==> config.mk <==
export PLATFORM = sky130hd
export DESIGN_NAME = wd_router_flat
export DESIGN_NICKNAME = d
export VERILOG_FILES = /design/src/rtl/wd_router_if.sv /design/src/rtl/wd_router.sv /design/src/flat_wrapper.sv
export SDC_FILE = /design/constraint.sdc
export NUM_CORES = 1
export LEC_CHECK = 0
export CAP_MARGIN = 20
export CORE_MARGIN = 10
export CORE_UTILIZATION = 25
export CTS_CLUSTER_DIAMETER = 40
export CTS_CLUSTER_SIZE = 25
export DETAILED_ROUTE_END_ITERATION = 7
export PLACE_DENSITY = 0.78
export REMOVE_ABC_BUFFERS = 1
export SLEW_MARGIN = 10
export SYNTH_ARGS = -nofsm -noshare
export SYNTH_HDL_FRONTEND = slang
export SYNTH_SLANG_ARGS = --single-unit
==> constraint.sdc <==
create_clock -name clk -period 4.1 [get_ports clk]
set_input_delay 0.41 -clock clk [delete_from_list [all_inputs] [get_ports clk]]
set_output_delay 0.41 -clock clk [all_outputs]
set_load 0.01 [all_outputs]
==> src/rtl/wd_router_if.sv <==
// Signal bundle between the AW stage, write master M1, the three write slaves and the W router.
// The router connects through the slave modport. The environment driving it connects through the master modport.
interface wd_router_if #(
  parameter int DATA_BITS = 32,
  parameter int STRB_BITS = 4,
  parameter int LEN_BITS  = 4
);
  // AW handshakes observed on each slave port, and the length held by the AW mux
  logic                 AWVALID_S0;
  logic                 AWREADY_S0;
  logic                 AWVALID_S1;
  logic                 AWREADY_S1;
  logic                 AWVALID_SDEFAULT;
  logic                 AWREADY_SDEFAULT;
  logic [LEN_BITS-1:0]  AWLEN_M;

  // Master M1 write-data channel
  logic [DATA_BITS-1:0] WDATA_M1;
  logic [STRB_BITS-1:0] WSTRB_M1;
  logic                 WLAST_M1;
  logic                 WVALID_M1;
  logic                 WREADY_M1;

  // Slave-side write-data channels
  logic [DATA_BITS-1:0] WDATA_S0;
  logic [DATA_BITS-1:0] WDATA_S1;
  logic [DATA_BITS-1:0] WDATA_SDEFAULT;
  logic [STRB_BITS-1:0] WSTRB_S0;
  logic [STRB_BITS-1:0] WSTRB_S1;
  logic [STRB_BITS-1:0] WSTRB_SDEFAULT;
  logic                 WLAST_S0;
  logic                 WLAST_S1;
  logic                 WLAST_SDEFAULT;
  logic                 WVALID_S0;
  logic                 WVALID_S1;
  logic                 WVALID_SDEFAULT;
  logic                 WREADY_S0;
  logic                 WREADY_S1;
  logic                 WREADY_SDEFAULT;

  // Status toward the AW and B stages
  logic                 aw_hold;
  logic                 w_done;
  logic                 wlast_err;

  modport slave (
    input  AWVALID_S0, AWREADY_S0, AWVALID_S1, AWREADY_S1,
           AWVALID_SDEFAULT, AWREADY_SDEFAULT, AWLEN_M,
           WDATA_M1, WSTRB_M1, WLAST_M1, WVALID_M1,
           WREADY_S0, WREADY_S1, WREADY_SDEFAULT,
    output WREADY_M1,
           WDATA_S0, WDATA_S1, WDATA_SDEFAULT,
           WSTRB_S0, WSTRB_S1, WSTRB_SDEFAULT,
           WLAST_S0, WLAST_S1, WLAST_SDEFAULT,
           WVALID_S0, WVALID_S1, WVALID_SDEFAULT,
           aw_hold, w_done, wlast_err
  );

  modport master (
    output AWVALID_S0, AWREADY_S0, AWVALID_S1, AWREADY_S1,
           AWVALID_SDEFAULT, AWREADY_SDEFAULT, AWLEN_M,
           WDATA_M1, WSTRB_M1, WLAST_M1, WVALID_M1,
           WREADY_S0, WREADY_S1, WREADY_SDEFAULT,
    input  WREADY_M1,
           WDATA_S0, WDATA_S1, WDATA_SDEFAULT,
           WSTRB_S0, WSTRB_S1, WSTRB_SDEFAULT,
           WLAST_S0, WLAST_S1, WLAST_SDEFAULT,
           WVALID_S0, WVALID_S1, WVALID_SDEFAULT,
           aw_hold, w_done, wlast_err
  );
endinterface

==> src/rtl/wd_router.sv <==
// AXI write-data router for master M1. It latches the slave that won the AW handshake and that burst's length.
// It steers W beats to that slave until the beat counter runs out. Only one write is outstanding at a time.
module wd_router #(
  parameter int DATA_BITS = 32,
  parameter int STRB_BITS = 4,
  parameter int LEN_BITS  = 4
) (
  input  logic        clk,
  input  logic        rst,
  wd_router_if.slave  bus
);

  typedef enum logic {
    ST_IDLE,
    ST_DATA
  } state_e;

  typedef enum logic [1:0] {
    TGT_S0,
    TGT_S1,
    TGT_SDEF
  } target_e;

  state_e              state_q;
  target_e             target_q;
  logic [LEN_BITS-1:0] remaining_q;
  logic                wlast_err_q;
  logic                w_done_q;

  logic                aw_0;
  logic                aw_1;
  logic                aw_d;
  logic                in_data;
  logic                last_beat;
  logic                tgt_ready;
  logic                beat_hs;
  logic [DATA_BITS-1:0] wdata;
  logic [STRB_BITS-1:0] wstrb;

  assign aw_0      = bus.AWVALID_S0 & bus.AWREADY_S0;
  assign aw_1      = bus.AWVALID_S1 & bus.AWREADY_S1;
  assign aw_d      = bus.AWVALID_SDEFAULT & bus.AWREADY_SDEFAULT;
  assign in_data   = (state_q == ST_DATA);
  assign last_beat = (remaining_q == '0);

  // NOTE: every always_comb output gets a default first, so no path can infer a latch.
  always_comb begin
    tgt_ready = 1'b0;
    case (target_q)
      TGT_S0:   tgt_ready = bus.WREADY_S0;
      TGT_S1:   tgt_ready = bus.WREADY_S1;
      TGT_SDEF: tgt_ready = bus.WREADY_SDEFAULT;
      default:  tgt_ready = 1'b0;
    endcase
  end

  assign beat_hs = in_data & bus.WVALID_M1 & tgt_ready;

  // Data and strobes go to every slave unconditionally; only WVALID selects the target.
  assign wdata              = bus.WDATA_M1;
  assign wstrb              = bus.WSTRB_M1;
  assign bus.WDATA_S0       = wdata;
  assign bus.WDATA_S1       = wdata;
  assign bus.WDATA_SDEFAULT = wdata;
  assign bus.WSTRB_S0       = wstrb;
  assign bus.WSTRB_S1       = wstrb;
  assign bus.WSTRB_SDEFAULT = wstrb;

  assign bus.WLAST_S0       = last_beat;
  assign bus.WLAST_S1       = last_beat;
  assign bus.WLAST_SDEFAULT = last_beat;

  assign bus.WVALID_S0       = in_data & (target_q == TGT_S0)   & bus.WVALID_M1;
  assign bus.WVALID_S1       = in_data & (target_q == TGT_S1)   & bus.WVALID_M1;
  assign bus.WVALID_SDEFAULT = in_data & (target_q == TGT_SDEF) & bus.WVALID_M1;
  assign bus.WREADY_M1       = in_data & tgt_ready;

  assign bus.aw_hold   = in_data;
  assign bus.w_done    = w_done_q;
  assign bus.wlast_err = wlast_err_q;

  // NOTE: state registers take non-blocking assignments, so every read in this block sees pre-edge values.
  always_ff @(posedge clk) begin
    if (rst) begin
      state_q     <= ST_IDLE;
      target_q    <= TGT_S0;
      remaining_q <= '0;
      wlast_err_q <= 1'b0;
      w_done_q    <= 1'b0;
    end else begin
      w_done_q <= 1'b0;
      case (state_q)
        ST_IDLE: begin
          if (aw_0 | aw_1 | aw_d) begin
            if (aw_0)      target_q <= TGT_S0;
            else if (aw_1) target_q <= TGT_S1;
            else           target_q <= TGT_SDEF;
            remaining_q <= bus.AWLEN_M;
            state_q     <= ST_DATA;
          end
        end
        ST_DATA: begin
          // The burst length comes from the counter. A WLAST that disagrees with it is only flagged.
          if (beat_hs) begin
            if (bus.WLAST_M1 != last_beat) wlast_err_q <= 1'b1;
            if (last_beat) begin
              w_done_q <= 1'b1;
              state_q  <= ST_IDLE;
            end else begin
              remaining_q <= remaining_q - LEN_BITS'(1);
            end
          end
        end
        default: state_q <= ST_IDLE;
      endcase
    end
  end

endmodule

==> src/flat_wrapper.sv <==
// flat-port wrapper written by rule: the top's interface ports become plain ports
module wd_router_flat 
#(
  parameter int DATA_BITS = 32,
  parameter int STRB_BITS = 4,
  parameter int LEN_BITS  = 4
)
  (clk, rst, bus_AWVALID_S0, bus_AWREADY_S0, bus_AWVALID_S1, bus_AWREADY_S1, bus_AWVALID_SDEFAULT, bus_AWREADY_SDEFAULT, bus_AWLEN_M, bus_WDATA_M1, bus_WSTRB_M1, bus_WLAST_M1, bus_WVALID_M1, bus_WREADY_S0, bus_WREADY_S1, bus_WREADY_SDEFAULT, bus_WREADY_M1, bus_WDATA_S0, bus_WDATA_S1, bus_WDATA_SDEFAULT, bus_WSTRB_S0, bus_WSTRB_S1, bus_WSTRB_SDEFAULT, bus_WLAST_S0, bus_WLAST_S1, bus_WLAST_SDEFAULT, bus_WVALID_S0, bus_WVALID_S1, bus_WVALID_SDEFAULT, bus_aw_hold, bus_w_done, bus_wlast_err);
  wd_router_if #(.DATA_BITS(DATA_BITS), .STRB_BITS(STRB_BITS), .LEN_BITS(LEN_BITS)) bus_i ();
  input  logic clk;
  input  logic rst;
  input wire logic [$bits(bus_i.AWVALID_S0)-1:0] bus_AWVALID_S0;
  input wire logic [$bits(bus_i.AWREADY_S0)-1:0] bus_AWREADY_S0;
  input wire logic [$bits(bus_i.AWVALID_S1)-1:0] bus_AWVALID_S1;
  input wire logic [$bits(bus_i.AWREADY_S1)-1:0] bus_AWREADY_S1;
  input wire logic [$bits(bus_i.AWVALID_SDEFAULT)-1:0] bus_AWVALID_SDEFAULT;
  input wire logic [$bits(bus_i.AWREADY_SDEFAULT)-1:0] bus_AWREADY_SDEFAULT;
  input wire logic [$bits(bus_i.AWLEN_M)-1:0] bus_AWLEN_M;
  input wire logic [$bits(bus_i.WDATA_M1)-1:0] bus_WDATA_M1;
  input wire logic [$bits(bus_i.WSTRB_M1)-1:0] bus_WSTRB_M1;
  input wire logic [$bits(bus_i.WLAST_M1)-1:0] bus_WLAST_M1;
  input wire logic [$bits(bus_i.WVALID_M1)-1:0] bus_WVALID_M1;
  input wire logic [$bits(bus_i.WREADY_S0)-1:0] bus_WREADY_S0;
  input wire logic [$bits(bus_i.WREADY_S1)-1:0] bus_WREADY_S1;
  input wire logic [$bits(bus_i.WREADY_SDEFAULT)-1:0] bus_WREADY_SDEFAULT;
  output wire logic [$bits(bus_i.WREADY_M1)-1:0] bus_WREADY_M1;
  output wire logic [$bits(bus_i.WDATA_S0)-1:0] bus_WDATA_S0;
  output wire logic [$bits(bus_i.WDATA_S1)-1:0] bus_WDATA_S1;
  output wire logic [$bits(bus_i.WDATA_SDEFAULT)-1:0] bus_WDATA_SDEFAULT;
  output wire logic [$bits(bus_i.WSTRB_S0)-1:0] bus_WSTRB_S0;
  output wire logic [$bits(bus_i.WSTRB_S1)-1:0] bus_WSTRB_S1;
  output wire logic [$bits(bus_i.WSTRB_SDEFAULT)-1:0] bus_WSTRB_SDEFAULT;
  output wire logic [$bits(bus_i.WLAST_S0)-1:0] bus_WLAST_S0;
  output wire logic [$bits(bus_i.WLAST_S1)-1:0] bus_WLAST_S1;
  output wire logic [$bits(bus_i.WLAST_SDEFAULT)-1:0] bus_WLAST_SDEFAULT;
  output wire logic [$bits(bus_i.WVALID_S0)-1:0] bus_WVALID_S0;
  output wire logic [$bits(bus_i.WVALID_S1)-1:0] bus_WVALID_S1;
  output wire logic [$bits(bus_i.WVALID_SDEFAULT)-1:0] bus_WVALID_SDEFAULT;
  output wire logic [$bits(bus_i.aw_hold)-1:0] bus_aw_hold;
  output wire logic [$bits(bus_i.w_done)-1:0] bus_w_done;
  output wire logic [$bits(bus_i.wlast_err)-1:0] bus_wlast_err;
  assign bus_i.AWVALID_S0 = bus_AWVALID_S0;
  assign bus_i.AWREADY_S0 = bus_AWREADY_S0;
  assign bus_i.AWVALID_S1 = bus_AWVALID_S1;
  assign bus_i.AWREADY_S1 = bus_AWREADY_S1;
  assign bus_i.AWVALID_SDEFAULT = bus_AWVALID_SDEFAULT;
  assign bus_i.AWREADY_SDEFAULT = bus_AWREADY_SDEFAULT;
  assign bus_i.AWLEN_M = bus_AWLEN_M;
  assign bus_i.WDATA_M1 = bus_WDATA_M1;
  assign bus_i.WSTRB_M1 = bus_WSTRB_M1;
  assign bus_i.WLAST_M1 = bus_WLAST_M1;
  assign bus_i.WVALID_M1 = bus_WVALID_M1;
  assign bus_i.WREADY_S0 = bus_WREADY_S0;
  assign bus_i.WREADY_S1 = bus_WREADY_S1;
  assign bus_i.WREADY_SDEFAULT = bus_WREADY_SDEFAULT;
  assign bus_WREADY_M1 = bus_i.WREADY_M1;
  assign bus_WDATA_S0 = bus_i.WDATA_S0;
  assign bus_WDATA_S1 = bus_i.WDATA_S1;
  assign bus_WDATA_SDEFAULT = bus_i.WDATA_SDEFAULT;
  assign bus_WSTRB_S0 = bus_i.WSTRB_S0;
  assign bus_WSTRB_S1 = bus_i.WSTRB_S1;
  assign bus_WSTRB_SDEFAULT = bus_i.WSTRB_SDEFAULT;
  assign bus_WLAST_S0 = bus_i.WLAST_S0;
  assign bus_WLAST_S1 = bus_i.WLAST_S1;
  assign bus_WLAST_SDEFAULT = bus_i.WLAST_SDEFAULT;
  assign bus_WVALID_S0 = bus_i.WVALID_S0;
  assign bus_WVALID_S1 = bus_i.WVALID_S1;
  assign bus_WVALID_SDEFAULT = bus_i.WVALID_SDEFAULT;
  assign bus_aw_hold = bus_i.aw_hold;
  assign bus_w_done = bus_i.w_done;
  assign bus_wlast_err = bus_i.wlast_err;
  wd_router #(.DATA_BITS(DATA_BITS), .STRB_BITS(STRB_BITS), .LEN_BITS(LEN_BITS)) u_core (.clk(clk), .rst(rst), .bus(bus_i));
endmodule
Yosys cells after proc, flatten, opt, wreduce, memory -nomap -nowiden
Cells that the tools add are included.

storage, ports and cells
  bits in registers = 9
  bits of input ports = 53
  output and inout port bits = 118
  word-level logic and storage cells = 46

operators by class
  $add $sub $neg = 1
  equality and inequality tests = 6
  mux-type cells = 12
  bitwise operators = 16
  reduce and logical (&&, ||, !) cells = 6

operator list
  operator               count
  $and A1 B1 Y1          12
  $mux W4                3
  $pmux W4 S2            1
  $reduce_and A3 Y1      2
  $logic_not A4 Y1       1
  $mux W1                4
  $mux W2                2
  $ne A2 B2 Y1 const B   2
  $sub A4 B1 Y4 const B  1
  $pmux W1 S3            1
  $reduce_or A3 Y1       1
  $eq A2 B1 Y1 const B   1
  $eq A2 B2 Y1 const B   1
  $logic_not A2 Y1       1
  $ne A2 B1 Y1 const B   1
  $not A1 Y1             2
  $or A1 B1 Y1           2
  $pmux W1 S2            1
  $reduce_and A2 Y1      1
  $ne A1 B1 Y1           1

Logic depth before layout (Yosys ltp)
Gate-level depths: netlist of run 1.

  depth in word-level cells = 5
  depth in mapped cells = 7
  depth with buffers taken out = 7

Worst setup path before layout of run 1
No wires, ideal clock.

  path kind = reg2out
  start = register u_core.remaining_q[0]
  end = output port bus_WLAST_S1
  arrival = 1.244 ns
  setup slack = 2.446 ns
  cell stages (with the launch flop) = 6
  cell sequence = dfxtp_1 inv_1 ha_1 or3b_1 inv_1 buf_4

between the ends
  word-level cells in the longest chain between the ends = 1

ends and longest elaborated chain
  element                 RTL line            text
  start, declared         wd_router.sv:26     logic [LEN_BITS-1:0] remaining_q;
  start signal, assigned  wd_router.sv:98     remaining_q <= bus.AWLEN_M;
  start signal, assigned  wd_router.sv:110    remaining_q <= remaining_q - LEN_BITS'(1);
  $logic_not A4 Y1        wd_router.sv:44     assign last_beat = (remaining_q == '0);
  end, declared           flat_wrapper.sv:34  output wire logic [$bits(bus_i.WLAST_S1)-1:0] bus_WLAST_S1;

No other way between the ends.

Worst setup path after layout of run 1
  start = register u_core.remaining_q[0]
  end = output port bus_WLAST_S0

between the ends
  word-level cells in the longest chain between the ends = 1

ends and longest elaborated chain
  element           RTL line            text
  $logic_not A4 Y1  wd_router.sv:44
  end, declared     flat_wrapper.sv:33  output wire logic [$bits(bus_i.WLAST_S0)-1:0] bus_WLAST_S0;

No other way between the ends.

==> results of run 1 <==
[worst max-delay path by stage]
stage	start	end	depth (start not counted)
6_report	u_core.remaining_q[0]	bus_WLAST_S0	5
5_1_grt	u_core.bus.aw_hold	bus_WVALID_SDEFAULT	3
4_1_cts	u_core.remaining_q[0]	bus_WLAST_S0	5
3_5_place_dp	bus_WVALID_M1	bus_WVALID_SDEFAULT	4
3_3_place_gp	bus_WVALID_M1	bus_WVALID_SDEFAULT	4
2_1_floorplan	u_core.remaining_q[0]	u_core.bus.wlast_err	7
[critical path: cells and delay by family, from the launching register on]
kind	cells	cell delay (ns)
and+or+nand+nor	1	0.45
DFF	1	0.34
adders and majority gates	1	0.17
buffers and inverters	3	0.79
[per-layer routing]
metal	vias up	part of all wire, %	GRT usage [%]
met2	118	35	13.8
li1	298	-	-
met1	331	32	11.2
met4	0	3.4	5.06
met3	30	30	16.9
met5	-	0	6.55
[power by group through the flow]
stage	logic (mW)	clock network (mW)	registers (mW)
3_5_place_dp	0.115	0	0.108
4_1_cts	0.116	0.105	0.107
2_1_floorplan	0.0598	0	0.106
6_report	0.115	0.102	0.107
5_1_grt	0.127	0.111	0.109
3_3_place_gp	0.114	0	0.108
[state kept, by name (all words and copies together), names as in the netlist]
| signal | count |
|---|---|
| u_core.bus.w_done | 1 |
| u_core.bus.wlast_err | 1 |
| u_core.remaining_q | 4 |
| u_core.bus.aw_hold | 1 |
| u_core.target_q | 2 |
[cell type report]
type,instances,share of cell area [%]
Sequential cell,9,19.3
Tap cell,70,9.40
Inverter,5,2.01
Timing Repair Buffer,26,27.9
Multi-Input combinational cell,49,36.5
Clock buffer,4,4.83
[layout by cell type, fill, tap and decap left out, types with 3 or more instances in the layout]
master / count
a21oi_1: 3
clkbuf_8: 3
clkdlybuf4s50_1: 26
dfxtp_1: 9
inv_1: 5
nand2_1: 6
nor2_1: 5
nor3_1: 4
nor3b_1: 3
o31ai_1: 3
[stage by stage]
stage                     setup slack, ns  std cells
after CTS                            1.68        163
after detailed placement             1.77        159
after global placement               1.80        159
after global routing                 1.59        163
final                                1.70        163
after floorplan                      2.44         63
[cell families (layout without fill, tap and decap cells)]
logic type      Yosys count  count (layout)  synth area share (%)
compound gates           21              21                  12.8
xor+xnor                  1               1                 0.638
fa+ha+maj                 1               1                 0.911
buf+inv                 117              35                  62.1
flops                     9               9                  13.1
mux                       2               2                  1.46
simple gates             24              24                  9.02
==> metrics.yaml, run 1 <==
setup_path:
  endpoint_kind: "output pin"
  r2r-end: "u_core.remaining_q[0]"
  worst-endpoint-arrival_ns: 1.99
  crit_chain: "inv_1 > ha_1 > or3b_1 > inv_1 > clkdlybuf4s50_1"
  r2r_slack_ns: 2.41
  r2r_start: "u_core.remaining_q[0]"
  path_common_cell: "inv_1"
  crit_required_ns: 3.69
  rr_worst_depth: 6
  cp-start-kind: "flip-flop"
  slowest_delay_ns: 0.56
  crit_path_top_delay_cell: "clkdlybuf4s50_1"
  crit_type: "reg -> out"
  crit_fanout: 6
clock_tree:
  cts_hold_buf: 0
  clkLatencyLatePin_ns: 0.23
  clk_pin_slew_ns: 0.04
  root_buffer: "clkbuf_8"
  cts_buffers: 3
  clock_path_buffers: 2
  cts_tree: "built"
  post_cts_resized: 0
  htreeDepth: 1
  cts_setup_buffers: 0
  numClockSinks: 9
place:
  gp_congestion: 0.855
  port_buffers: 26
  post_dp_cell_area_sq_um: 887
  hpwl_um: 5070
timing:
  setup_tns_ns: 0
  holdWs_ns: 0.476
  worst-slew-pin-transition_ns: 0.394
  setup_viol: 0
  clock_skew_ns: 0.000834
  grt_setup_unrepaired: "false"
  maxSlewHeadroom_pct: 73.6
  fmax_ghz: 0.417
  post-route-period-util_pct: 58.5
  final_hold_viol_count: 0
  maxSlewViolCount: 0
  layout_min_cycle_time_ns: 2.40
grt:
  grt_pass1_wl_um: 7220
  grt_overflow: 0
  antenna_found_initial: 0
  grt_pass1_vias: 796
  grt_usage_pct: 12.2
  grt_max_degree: 13
final_layout:
  drive_gt1_share_pct: 7.53
  fin_util_pct: 17.9
  fillerInstances: 602
  ff_latch_area_sq_um: 180
  syn2layout_area_growth_pct: -32.1
  nNetsFinal: 148
  multiInputGateArea_sq_um: 340
  fin_area_sq_um: 932
  diodes: 0
min_path:
  hp-class: "reg -> reg"
  hold_start: "u_core.bus.wlast_err"
  hold_path_end: "u_core.bus.wlast_err"
  min_path_cells: 1
power_and_ir_drop:
  p_sw_mw: 0.0979
  intPower_mw: 0.227
  p_total_mw: 0.325
  powerDensity_nw_per_um2: 348
  p_leak_nw: 0.314
  power_frac_clock_pct: 31.6
  comb_power_share_pct: 35.5
  peakVddDrop_mv: 0.175
  swShare_pct: 30.2
  pwr-share-seq_pct: 32.9
synth:
  syn_avg_cell_area_sq_um: 7.85
  ys_top_cells_by_area: "buf_4 60%, dfxtp_1 13%, o21a_4 2.2%"
  yosysWarnings: 0
  synthTopCellsByCount: "110 x buf_4, 9 x dfxtp_1, 6 x nand2_1, 5 x inv_1, 5 x nor2_1"
  synth_edf_count: 0
  netlist_instances: 175
  synth_top_area_cell: "buf_4"
  netlist.area_leader.share_pct: 60.1
  synth_most_common_cell: "buf_4"
  ys_seq_area_share_pct: 13.1
  ys_async_sr_fraction_pct: 0
  synth_ff_type: "dfxtp_1"
  synth_seq_cells: 9
  synthDistinctLibCells: 30
  syn-cell-area_sq_um: 1370
detailed_routing:
  drt-wirelength-per-cell_um: 35.0
  antenna_left: 0
  dr.pass1.iters: 4
  drc: 0
  viasPerCell: 4.77
  vias: 777
  wl_um: 5710
  drt_iter0_drc: 94
floorplanning:
  io_pins: 171
  die_area_sq_um: 8860
  die_y_um: 94.1
  core_region_area_sq_um: 5200
  die_x_um: 94.1
  rows: 26
  start_util_pct: 26.4
run:
  maxCapViolCount: 0
outcome:
  status: "finished clean"
No activity file was read; power rests on OpenSTA's default activity.
==> run 2, diff against run 1 <==
--- a/config.mk
+++ b/config.mk
@@ -7,11 +7,11 @@
 export LEC_CHECK = 0
 export CAP_MARGIN = 20
 export CORE_MARGIN = 10
-export CORE_UTILIZATION = 25
+export CORE_UTILIZATION = 24
 export CTS_CLUSTER_DIAMETER = 40
 export CTS_CLUSTER_SIZE = 25
 export DETAILED_ROUTE_END_ITERATION = 7
-export PLACE_DENSITY = 0.78
+export PLACE_DENSITY = 0.79
 export REMOVE_ABC_BUFFERS = 1
 export SLEW_MARGIN = 10
 export SYNTH_ARGS = -nofsm -noshare
==> constraint.sdc (replaced) <==
create_clock -name clk -period 2 [get_ports clk]
set_input_delay 0.2 -clock clk [delete_from_list [all_inputs] [get_ports clk]]
set_output_delay 0.2 -clock clk [all_outputs]
set_load 0.01 [all_outputs]
==> run 2 against run 1 <==
Net effect: sequential power grew 100%; clock power grew 110%; register-to-register slack lost 2.1 ns; utilization shrank 0.68 points; total power grew 110%; critical path depth shrank 1; largest power group unchanged; highest routed layer is now met5; largest cell class unchanged; global-route usage shrank 0.28 points; critical path type unchanged.
==> metrics.yaml, run 2 (synthesis results as in run 1) <==
outcome:
  status: "finished clean"  # unchanged
setup_path:
  endpoint_kind: "output pin"  # unchanged
  r2r_slack_ns: 0.31  # was 2.41 ns
  cp.depth: 4  # was 5
  crit_fanout: 8  # was 6
  crit_type: "reg -> out"  # unchanged
  rr_worst_depth: 7  # was 6
  slowest_delay_ns: 0.56  # about the same
  cp-start-kind: "flip-flop"  # unchanged
  crit_chain: "buf_4 > inv_1 > nor2_1 > clkdlybuf4s50_1"  # was inv_1 > ha_1 > or3b_1 > inv_1 > clkdlybuf4s50_1
  crit_required_ns: 1.80  # was 3.69 ns
  crit_family: "buffers and inverters"  # unchanged
  crit_buf_inv: 3  # unchanged
  crit_path_top_delay_cell: "clkdlybuf4s50_1"  # unchanged
  worst-endpoint-arrival_ns: 1.68  # was 1.99 ns
grt:
  grt_overflow: 0  # unchanged
  grt_pass1_vias: 817  # was 796
  grt_usage_pct: 11.9  # was 12.2%
  antenna_found_initial: 0  # unchanged
  grt_pass1_wl_um: 7250  # was 7220 um
  grt_max_degree: 11  # was 13
timing:
  fmax_ghz: 0.531
  clock_skew_ns: 0.000720  # was 0.000834 ns
  maxSlewHeadroom_pct: 74.1  # was 73.6%
  post-route-period-util_pct: 94.1
  grt_setup_unrepaired: "false"  # unchanged
  setup_tns_ns: 0  # unchanged
  setup_viol: 0  # unchanged
  worst-slew-pin-transition_ns: 0.383  # was 0.394 ns
  final_hold_viol_count: 0  # unchanged
  layout_min_cycle_time_ns: 1.88
  holdWs_ns: 0.400  # was 0.476 ns
  setup_ws_ns: 0.118  # was 1.70 ns
  maxSlewViolCount: 0  # unchanged
run:
  maxCapViolCount: 0  # unchanged
final_layout:
  multiInputGateArea_sq_um: 340  # unchanged
  diodes: 0  # unchanged
  drive_gt1_share_pct: 11.5  # was 7.53%
  top_register: "u_core.remaining_q"  # unchanged
  final_cells: 168  # was 163
  ff_latch_area_sq_um: 181  # was 180 sq um
  fillerInstances: 644  # was 602
  final_common_cell: "clkdlybuf4s50_1"  # unchanged
  largest_reg_flops: 4  # unchanged
  syn2layout_area_growth_pct: -30.5  # was -32.1%
  fin_area_sq_um: 955  # was 932 sq um
  reg_top3: "u_core.remaining_q: 4 flops, u_core.target_q: 2 flops"  # unchanged
  nNetsFinal: 151  # was 148
  fin_util_pct: 17.2  # was 17.9%
  final_cell_mix: "23 x clkdlybuf4s50_1, 8 x dfxtp_1, 6 x nand2_1"  # was 26 x clkdlybuf4s50_1, 9 x dfxtp_1, 6 x nand2_1
power_and_ir_drop:
  powerDensity_nw_per_um2: 703  # was 348 nW/um^2
  p_total_mw: 0.671  # was 0.325 mW
  p_leak_nw: 0.332  # was 0.314 nW
  peakVddDrop_mv: 0.254  # was 0.175 mV
detailed_routing:
  drt_iter0_drc: 20  # was 94
  antenna_left: 0  # unchanged
  vias: 799  # was 777
  viasPerCell: 4.76  # was 4.77
  drc: 0  # unchanged
  dr.pass1.iters: 4  # unchanged
  wl_um: 5790  # was 5710 um
  drt-wirelength-per-cell_um: 34.4  # was 35.0 um
place:
  hpwl_um: 5140  # was 5070 um
  post_dp_cell_area_sq_um: 912  # was 887 sq um
  gp_congestion: 0.779  # was 0.855
  port_buffers: 26  # unchanged
  pre_cts_slack_ns: 0.165  # was 1.77 ns
  placedCellCount: 164  # was 159
floorplanning:
  die_y_um: 95.7  # was 94.1 um
  core_region_area_sq_um: 5540  # was 5200 sq um
  start_util_pct: 24.8  # was 26.4%
  die_area_sq_um: 9150  # was 8860 sq um
  io_pins: 171  # unchanged
  die_x_um: 95.7  # was 94.1 um
  rows: 27  # was 26
clock_tree:
  clock_path_buffers: 2  # unchanged
  numClockSinks: 9  # unchanged
  htreeDepth: 1  # unchanged
  cts_hold_buf: 0  # unchanged
  root_buffer: "clkbuf_8"  # unchanged
  clkLatencyLatePin_ns: 0.23  # about the same
  cts_buffers: 3  # unchanged
  clk_pin_slew_ns: 0.04  # about the same
  cts_tree: "built"  # unchanged
min_path:
  hp-class: "in -> out"  # was reg -> reg
  min_path_cells: 0  # was 1
-- run 2: cell types whose count changed in the layout (fill, tap and decap cells not counted), sizes merged --
cell           previous run  this run
clkdlybuf4s50            26        23
dlygate4sd2               0         3
buf                       0         3
-- run 2: final cells by class --
cell class	count	area share, %
Multi-Input combinational cell	49	35.6
Tap cell	72	9.44
Timing Repair Buffer	29	29.2
Sequential cell	9	19.0
Clock buffer	4	4.72
Inverter	5	1.97
-- run 2: what timing repair did --
action,in CTS,in global routing
setup endpoints to repair,3,1
buffers inserted,0,0
pin swaps,0,0
resized for setup,3,1
-- run 2: report_power, final --
part,leakage (nW),total (mW),internal (mW),switching (mW)
logic,0.235,0.243,0.127,0.116
registers,0.0743,0.215,0.198,0.0173
clock network,0.0228,0.213,0.139,0.0742
total,0.332,0.671,0.464,0.207
-- run 2: per-layer routing --
layer | vias up | routed length (um) | track usage (%)
met3 | 27 | 1650 | 15.7
met5 | - | 65 | 8.33
met2 | 121 | 2020 | 14.1
li1 | 306 | - | -
met1 | 343 | 1910 | 11.1
met4 | 2 | 137 | 4.18
-- run 2: final timing paths --
| path | startpoint | end |
|---|---|---|
| worst max-delay path | u_core.bus.aw_hold | bus_WREADY_M1 |
| worst min-delay path | bus_WSTRB_M1[2] | bus_WSTRB_S0[2] |
| worst max register to register | u_core.remaining_q[0] | u_core.remaining_q[2] |
| worst min register to register | u_core.bus.wlast_err | u_core.bus.wlast_err |
-- run 2: worst register-to-register path, cell delays in order (launching register included) --
cell	delay, ns
dfxtp_1	0.37
inv_1	0.06
ha_1	0.21
or3b_1	0.20
buf_4	0.14
o21ai_0	0.08
o311ai_0	0.36
o31ai_1	0.13
==> run 3, diff against run 2 <==
--- a/config.mk
+++ b/config.mk
@@ -5,6 +5,7 @@
 export SDC_FILE = /design/constraint.sdc
 export NUM_CORES = 1
 export LEC_CHECK = 0
+export ABC_AREA = 0
 export CAP_MARGIN = 20
 export CORE_MARGIN = 10
 export CORE_UTILIZATION = 24
==> results of run 3 <==
No change in the layout: final DEF, timing and power equal those of run 2.
